`config.mk`:
```
export PLATFORM = sky130hd
export DESIGN_NAME = sram_2port_ctrl_flat
export DESIGN_NICKNAME = d
export VERILOG_FILES = /design/src/rtl/sram_pkg.sv /design/src/rtl/sram_2port_ctrl_if.sv /design/src/rtl/sram_addr_decoder.sv /design/src/rtl/sram_2port_ctrl.sv /design/src/flat_wrapper.sv
export SDC_FILE = /design/constraint.sdc
export NUM_CORES = 1
export LEC_CHECK = 0
export CAP_MARGIN = 20
export CORE_AREA = 2 2 108 110
export DETAILED_ROUTE_END_ITERATION = 6
export DIE_AREA = 0 0 110 112
export GPL_TIMING_DRIVEN = 1
export PLACE_DENSITY_LB_ADDON = 0.3
export RECOVER_POWER = 100
export SYNTH_ARGS = -nofsm -noshare
export SYNTH_HDL_FRONTEND = slang
export SYNTH_HIERARCHICAL = 1
export SYNTH_SLANG_ARGS = --single-unit
```
`constraint.sdc`:
```
create_clock -name srclkpos -period 2.4 [get_ports srclkpos]
set_input_delay 0.24 -clock srclkpos [delete_from_list [all_inputs] [get_ports srclkpos]]
set_output_delay 0.24 -clock srclkpos [all_outputs]
set_load 0.005 [all_outputs]
```
`src/rtl/sram_pkg.sv`:
```
// Shared types and sizes for the two-port SRAM front-end controller.
package sram_pkg;

  localparam int unsigned ADDR_W = 5;
  localparam int unsigned DATA_W = 16;
  localparam int unsigned DEPTH  = 2 ** ADDR_W;

  typedef enum logic [1:0] {
    StIdle,
    StDrive,
    StCapt
  } state_e;

  typedef enum logic {
    PortA,
    PortB
  } port_e;

  typedef struct packed {
    logic              we;
    logic [ADDR_W-1:0] addr;
    logic [DATA_W-1:0] wdata;
  } op_t;

endpackage

```
`src/rtl/sram_2port_ctrl_if.sv`:
```
// Request ports A/B plus the array-side bus; master is the requester/array side,
// slave is the controller.
interface sram_2port_ctrl_if;
  import sram_pkg::*;

  logic              a_req;
  logic              a_we;
  logic [ADDR_W-1:0] a_addr;
  logic [DATA_W-1:0] a_wdata;
  logic              a_gnt;
  logic              a_rvalid;
  logic [DATA_W-1:0] a_rdata;

  logic              b_req;
  logic              b_we;
  logic [ADDR_W-1:0] b_addr;
  logic [DATA_W-1:0] b_wdata;
  logic              b_gnt;
  logic              b_rvalid;
  logic [DATA_W-1:0] b_rdata;

  logic [DEPTH-1:0]  wordA;
  logic [DEPTH-1:0]  wordB;
  logic              ReadEn;
  logic              WriteEn;
  logic [DATA_W-1:0] in;
  logic [DATA_W-1:0] outA;
  logic [DATA_W-1:0] outB;

  modport master (
    output a_req, a_we, a_addr, a_wdata,
    output b_req, b_we, b_addr, b_wdata,
    output outA, outB,
    input  a_gnt, a_rvalid, a_rdata,
    input  b_gnt, b_rvalid, b_rdata,
    input  wordA, wordB, ReadEn, WriteEn, in
  );

  modport slave (
    input  a_req, a_we, a_addr, a_wdata,
    input  b_req, b_we, b_addr, b_wdata,
    input  outA, outB,
    output a_gnt, a_rvalid, a_rdata,
    output b_gnt, b_rvalid, b_rdata,
    output wordA, wordB, ReadEn, WriteEn, in
  );

endinterface

```
`src/rtl/sram_addr_decoder.sv`:
```
// Binary row address to one-hot word-line select; all-zero when disabled.
module sram_addr_decoder
  import sram_pkg::*;
(
  input  logic              en_i,
  input  logic [ADDR_W-1:0] addr_i,
  output logic [DEPTH-1:0]  onehot_o
);

  always_comb begin
    onehot_o = '0;
    if (en_i) begin
      onehot_o[addr_i] = 1'b1;
    end
  end

endmodule

```
`src/rtl/sram_2port_ctrl.sv`:
```
// Round-robin two-port front end: one op per 3 cycles (IDLE -> DRIVE -> CAPT),
// array strobes and port responses all come straight from flops.
module sram_2port_ctrl
  import sram_pkg::*;
(
  input logic              srclkpos,
  input logic              srrstneg,
  sram_2port_ctrl_if.slave bus
);

  state_e            state_q, state_d;
  port_e             last_q, last_d;
  port_e             owner_q, owner_d;
  logic              rd_q, rd_d;

  logic              a_gnt_q, a_gnt_d;
  logic              b_gnt_q, b_gnt_d;
  logic              a_rvalid_q, a_rvalid_d;
  logic              b_rvalid_q, b_rvalid_d;
  logic [DATA_W-1:0] a_rdata_q, a_rdata_d;
  logic [DATA_W-1:0] b_rdata_q, b_rdata_d;

  logic [DEPTH-1:0]  word_q, word_d;
  logic              re_q, re_d;
  logic              we_q, we_d;
  logic [DATA_W-1:0] din_q, din_d;

  port_e             win_port;
  op_t               win_op;
  logic              accept;
  logic [DEPTH-1:0]  row_sel;

  // On a tie the port that did not win last time goes first.
  always_comb begin
    if (bus.a_req && bus.b_req) begin
      win_port = (last_q == PortA) ? PortB : PortA;
    end else if (bus.a_req) begin
      win_port = PortA;
    end else begin
      win_port = PortB;
    end
  end

  always_comb begin
    if (win_port == PortA) begin
      win_op.we    = bus.a_we;
      win_op.addr  = bus.a_addr;
      win_op.wdata = bus.a_wdata;
    end else begin
      win_op.we    = bus.b_we;
      win_op.addr  = bus.b_addr;
      win_op.wdata = bus.b_wdata;
    end
  end

  assign accept = (state_q == StIdle) && (bus.a_req || bus.b_req);

  sram_addr_decoder u_dec (
    .en_i    (accept),
    .addr_i  (win_op.addr),
    .onehot_o(row_sel)
  );

  always_comb begin
    state_d    = state_q;
    last_d     = last_q;
    owner_d    = owner_q;
    rd_d       = rd_q;
    a_gnt_d    = 1'b0;
    b_gnt_d    = 1'b0;
    a_rvalid_d = 1'b0;
    b_rvalid_d = 1'b0;
    a_rdata_d  = a_rdata_q;
    b_rdata_d  = b_rdata_q;
    word_d     = '0;
    re_d       = 1'b0;
    we_d       = 1'b0;
    din_d      = '0;

    unique case (state_q)
      StIdle: begin
        if (accept) begin
          state_d = StDrive;
          last_d  = win_port;
          owner_d = win_port;
          rd_d    = ~win_op.we;
          a_gnt_d = (win_port == PortA);
          b_gnt_d = (win_port == PortB);
          word_d  = row_sel;
          re_d    = ~win_op.we;
          we_d    = win_op.we;
          din_d   = win_op.we ? win_op.wdata : '0;
        end
      end
      StDrive: begin
        state_d = StCapt;
        // outA is valid while ReadEn is high, i.e. throughout this cycle.
        if (rd_q) begin
          if (owner_q == PortA) begin
            a_rdata_d  = bus.outA;
            a_rvalid_d = 1'b1;
          end else begin
            b_rdata_d  = bus.outA;
            b_rvalid_d = 1'b1;
          end
        end
      end
      StCapt: begin
        state_d = StIdle;
      end
      default: begin
        state_d = StIdle;
      end
    endcase
  end

  always_ff @(posedge srclkpos) begin
    if (!srrstneg) begin
      state_q    <= StIdle;
      last_q     <= PortB;
      owner_q    <= PortA;
      rd_q       <= 1'b0;
      a_gnt_q    <= 1'b0;
      b_gnt_q    <= 1'b0;
      a_rvalid_q <= 1'b0;
      b_rvalid_q <= 1'b0;
      a_rdata_q  <= '0;
      b_rdata_q  <= '0;
      word_q     <= '0;
      re_q       <= 1'b0;
      we_q       <= 1'b0;
      din_q      <= '0;
    end else begin
      state_q    <= state_d;
      last_q     <= last_d;
      owner_q    <= owner_d;
      rd_q       <= rd_d;
      a_gnt_q    <= a_gnt_d;
      b_gnt_q    <= b_gnt_d;
      a_rvalid_q <= a_rvalid_d;
      b_rvalid_q <= b_rvalid_d;
      a_rdata_q  <= a_rdata_d;
      b_rdata_q  <= b_rdata_d;
      word_q     <= word_d;
      re_q       <= re_d;
      we_q       <= we_d;
      din_q      <= din_d;
    end
  end

  assign bus.a_gnt    = a_gnt_q;
  assign bus.b_gnt    = b_gnt_q;
  assign bus.a_rvalid = a_rvalid_q;
  assign bus.b_rvalid = b_rvalid_q;
  assign bus.a_rdata  = a_rdata_q;
  assign bus.b_rdata  = b_rdata_q;
  assign bus.wordA    = word_q;
  assign bus.wordB    = word_q;
  assign bus.ReadEn   = re_q;
  assign bus.WriteEn  = we_q;
  assign bus.in       = din_q;

  a_no_rw_overlap: assert property (@(posedge srclkpos) !(re_q && we_q));
  a_word_onehot0:  assert property (@(posedge srclkpos) $onehot0(word_q));
  a_strobe_word:   assert property (@(posedge srclkpos) (re_q || we_q) == (word_q != '0));

endmodule

```
`src/flat_wrapper.sv`:
```
// flat-port wrapper written by rule: the top's interface ports become plain ports
module sram_2port_ctrl_flat import sram_pkg::*;
  (srclkpos, srrstneg, bus_a_req, bus_a_we, bus_a_addr, bus_a_wdata, bus_b_req, bus_b_we, bus_b_addr, bus_b_wdata, bus_outA, bus_outB, bus_a_gnt, bus_a_rvalid, bus_a_rdata, bus_b_gnt, bus_b_rvalid, bus_b_rdata, bus_wordA, bus_wordB, bus_ReadEn, bus_WriteEn, bus_in);
  sram_2port_ctrl_if bus_i ();
  input logic srclkpos;
  input logic srrstneg;
  input wire logic [$bits(bus_i.a_req)-1:0] bus_a_req;
  input wire logic [$bits(bus_i.a_we)-1:0] bus_a_we;
  input wire logic [$bits(bus_i.a_addr)-1:0] bus_a_addr;
  input wire logic [$bits(bus_i.a_wdata)-1:0] bus_a_wdata;
  input wire logic [$bits(bus_i.b_req)-1:0] bus_b_req;
  input wire logic [$bits(bus_i.b_we)-1:0] bus_b_we;
  input wire logic [$bits(bus_i.b_addr)-1:0] bus_b_addr;
  input wire logic [$bits(bus_i.b_wdata)-1:0] bus_b_wdata;
  input wire logic [$bits(bus_i.outA)-1:0] bus_outA;
  input wire logic [$bits(bus_i.outB)-1:0] bus_outB;
  output wire logic [$bits(bus_i.a_gnt)-1:0] bus_a_gnt;
  output wire logic [$bits(bus_i.a_rvalid)-1:0] bus_a_rvalid;
  output wire logic [$bits(bus_i.a_rdata)-1:0] bus_a_rdata;
  output wire logic [$bits(bus_i.b_gnt)-1:0] bus_b_gnt;
  output wire logic [$bits(bus_i.b_rvalid)-1:0] bus_b_rvalid;
  output wire logic [$bits(bus_i.b_rdata)-1:0] bus_b_rdata;
  output wire logic [$bits(bus_i.wordA)-1:0] bus_wordA;
  output wire logic [$bits(bus_i.wordB)-1:0] bus_wordB;
  output wire logic [$bits(bus_i.ReadEn)-1:0] bus_ReadEn;
  output wire logic [$bits(bus_i.WriteEn)-1:0] bus_WriteEn;
  output wire logic [$bits(bus_i.in)-1:0] bus_in;
  assign bus_i.a_req = bus_a_req;
  assign bus_i.a_we = bus_a_we;
  assign bus_i.a_addr = bus_a_addr;
  assign bus_i.a_wdata = bus_a_wdata;
  assign bus_i.b_req = bus_b_req;
  assign bus_i.b_we = bus_b_we;
  assign bus_i.b_addr = bus_b_addr;
  assign bus_i.b_wdata = bus_b_wdata;
  assign bus_i.outA = bus_outA;
  assign bus_i.outB = bus_outB;
  assign bus_a_gnt = bus_i.a_gnt;
  assign bus_a_rvalid = bus_i.a_rvalid;
  assign bus_a_rdata = bus_i.a_rdata;
  assign bus_b_gnt = bus_i.b_gnt;
  assign bus_b_rvalid = bus_i.b_rvalid;
  assign bus_b_rdata = bus_i.b_rdata;
  assign bus_wordA = bus_i.wordA;
  assign bus_wordB = bus_i.wordB;
  assign bus_ReadEn = bus_i.ReadEn;
  assign bus_WriteEn = bus_i.WriteEn;
  assign bus_in = bus_i.in;
  sram_2port_ctrl u_core (.srclkpos(srclkpos), .srrstneg(srrstneg), .bus(bus_i));
endmodule
```
==> results.cfg <==
[synthesis]
yosysUniqueCellTypes = 33
synth.most_common_cell = dfxtp_1
synth.avg_cell_area_um2 = 8.611
yosys.area.top_type_share = 0.5073
syn-num-nets = 497
syn-instance-count = 417
synth_edf_count = 0
synth_flop_cell = dfxtp_1
yosys-top-cells-area = dfxtp_1, nand2_1, buf_4
ys_async_sr_fraction = 0
synth_common_cells = dfxtp_1, nand2_1, a21oi_1
synth_seq_cells = 91
syn_area_um2 = 3591
yosysTopAreaCell = dfxtp_1
synth_warnings = 6
seq_area_frac_synth = 0.5073

[timing]
max_freq_mhz = 501.2
worst_slew_pin_slew_ns = 1.114
finalSetupViolCount = 0
max_slew_margin = 0.2574
min_period_ns = 1.995
clock_skew_ns = 0.005763
hold_viol_final = 0
rsz0062_at_grt = no
slew_violations = 0
setup_tns_ns = 0
post-route-period-util = 0.8313

[critical_path]
cp_max_fo = 34
path_class = in2reg
required_ns = 2.68
r2r_start = u_core/state_q[1]$_SDFFE_PN0P_
cp-end-kind = flip-flop
start_kind = input port
crit_arrival_ns = 2.27
reg2reg_depth = 4
r2r_setup_slack_ns = 0.40
r2r_end = u_core/bus.b_rdata[3]$_SDFFE_PN0P_

[cells_and_area]
area_growth_pct = 53.90
fill_cells = 1087
layout-drive-gt1-share = 0.05477
layoutNonFillerInstCount = 709
fin_nets = 641
antennaDiodeCount = 0

[floorplanning]
pin_count = 198
dieArea_um2 = 12320
die_h_um = 112
die_width_um = 110
core_um2 = 11170
start_util = 0.3214
num_rows = 39

[drt]
drc_errors = 0
wl_per_cell_um = 13.55
vias_per_cell = 4.515
vias = 3201
firstDrtPassIters = 4
drt_iter0_drc = 137
final_antenna_net_count = 0
wl_um = 9610

[clock_network]
insertion_delay_ns = 0.34
post-cts-setup-buffer-count = 0
cts_buffers = 9
htreeDepth = 3
cts_tree = built
clockBufferDepth = 2
postCtsHoldBufs = 0
cts-resized-gates = 0
root_buffer = clkbuf_16
path_clk_slew_ns = 0.06
clkSinkCount = 91

[placement]
hpwlAfterDp_um = 7116
io_buffers = 181
gp_congestion = 0.7740
placedCellCount = 693

[power_and_ir_drop]
power.internal_w = 0.002672
power_frac_clock = 0.442
swShare = 0.2252
p_seq_frac = 0.452
power.switching_w = 0.0007767
combPwrFrac = 0.106
ir_drop_uv = 349.5
power_leakage_nw = 2.381
cellPowerDensity_nw_per_um2 = 624.1

[hold_path]
min_to = u_core/bus.b_rdata[13]$_SDFFE_PN0P_
hp-start = u_core/bus.b_rdata[13]$_SDFFE_PN0P_
min_path_cells = 2
hold_class = reg2reg

[status]
status = finished, final reports clean

[grt]
grt_usage = 0.1602
antenna_found_initial = 0
grt_max_degree = 36
grt_pass1_wl_um = 15210
grt_pass1_vias = 3108
grt_overflow = 0

[run]
max-cap-violations = 0
[final cells by class]
type / instances / area (µm²) / area share
Clock buffer: 10 / 239.0 / 0.04324
Clock inverter: 6 / 88.84 / 0.01607
Inverter: 4 / 15.01 / 0.002717
Multi-Input combinational cell: 264 / 1304 / 0.2359
Sequential cell: 91 / 1822 / 0.3296
Tap cell: 143 / 178.9 / 0.03237
Timing Repair Buffer: 191 / 1879 / 0.3400
[worst max path at each step]
| stage | from | to | slack, ns | depth (start not counted) |
|---|---|---|---|---|
| 6_report | bus_a_req | u_core/bus.ReadEn$_SDFF_PN0_ | 0.40 | 7 |
| 5_1_grt | bus_a_req | u_core/bus.ReadEn$_SDFF_PN0_ | 0.18 | 7 |
| 4_1_cts | bus_a_req | u_core/bus.ReadEn$_SDFF_PN0_ | 0.55 | 7 |
| 3_5_place_dp | bus_a_req | u_core/bus.ReadEn$_SDFF_PN0_ | 0.19 | 7 |
| 3_3_place_gp | bus_a_req | u_core/bus.ReadEn$_SDFF_PN0_ | 0.25 | 7 |
| 2_1_floorplan | u_core/last_q$_SDFFE_PN1P_ | u_core/bus.wordA[0]$_SDFF_PN0_ | 0.51 | 9 |
[cell families (layout without fill, tap and decap cells)]
kind of cell	count (synthesis)	in the layout	synth area share
buffers and inverters	62	211	0.1199
muxes	1	1	0.002788
DFF	91	91	0.5073
and+or+nand+nor	210	210	0.2868
AOI/OAI and AO/OA	53	53	0.08328
[flip-flops by register name (all words and copies together), names as in the netlist, 2 cells and up]
register and count:
u_core/bus.wordA 32, u_core/bus.a_rdata 16, u_core/bus.b_rdata 16, u_core/bus.in 16
u_core/state_q 2
[critical path, cell delays in order]
cell and delay [ns]:
dlygate4sd3_1 0.59, nor2_1 0.09, nor3_4 0.33, clkbuf_1 0.27, nand2_2 0.17, inv_2 0.35, and3_1 0.22
[through the flow]
| stage | hold WS, ns | util | area (µm²) | total power, W | setup slack, ns |
|---|---|---|---|---|---|
| after floorplan | 0.3019 | - | 3591 | 0.001778 | 0.5099 |
| after CTS | 0.4530 | 0.4984 | 5569 | 0.003507 | 0.5482 |
| after global placement | 0.4417 | 0.4690 | 5241 | 0.001976 | 0.2501 |
| after detailed placement | 0.4472 | 0.4690 | 5241 | 0.001984 | 0.1931 |
| after global routing | 0.4574 | 0.4946 | 5527 | 0.003599 | 0.1817 |
| final | 0.4504 | 0.4946 | 5527 | 0.003449 | 0.4049 |
[layer usage]
metal | track usage | vias up | part of all wire | wire length, µm
li1 | - | 1603 | - | -
met1 | 0.1800 | 1476 | 0.40 | 3833
met2 | 0.2798 | 107 | 0.52 | 4958
met3 | 0.04918 | 15 | 0.062 | 600
met4 | 0.05992 | 0 | 0.023 | 217
met5 | 0 | - | 0 | 0
[cell usage in the layout (no fill, tap or decap), types with 2 or more instances in the layout]
cell | netlist | final
dlygate4sd3_1 | 0 | 120
dfxtp_1 | 91 | 91
nand2_1 | 85 | 85
clkdlybuf4s50_1 | 0 | 61
a21oi_1 | 43 | 49
nor2_1 | 37 | 37
nand3_1 | 32 | 32
and2_1 | 33 | 27
clkbuf_16 | 0 | 9
buf_4 | 33 | 8
and2_0 | 0 | 6
nand2b_1 | 5 | 5
nand4b_1 | 3 | 3
nand4bb_1 | 3 | 3
bufinv_16 | 0 | 2
clkinvlp_4 | 0 | 2
inv_1 | 2 | 2
nor2_4 | 2 | 2
a21oi_2 | 8 | 2
clkbuf_1 | 7 | 2
[power by group through the flow]
stage                     registers, W  clock network [W]  logic, W
after floorplan                0.00160                  0  0.000180
final                          0.00156            0.00153  0.000364
after global placement         0.00160                  0  0.000379
after CTS                      0.00156            0.00155  0.000389
after global routing           0.00156            0.00163  0.000403
after detailed placement       0.00160                  0  0.000386
(Power assumes the default switching activity.)
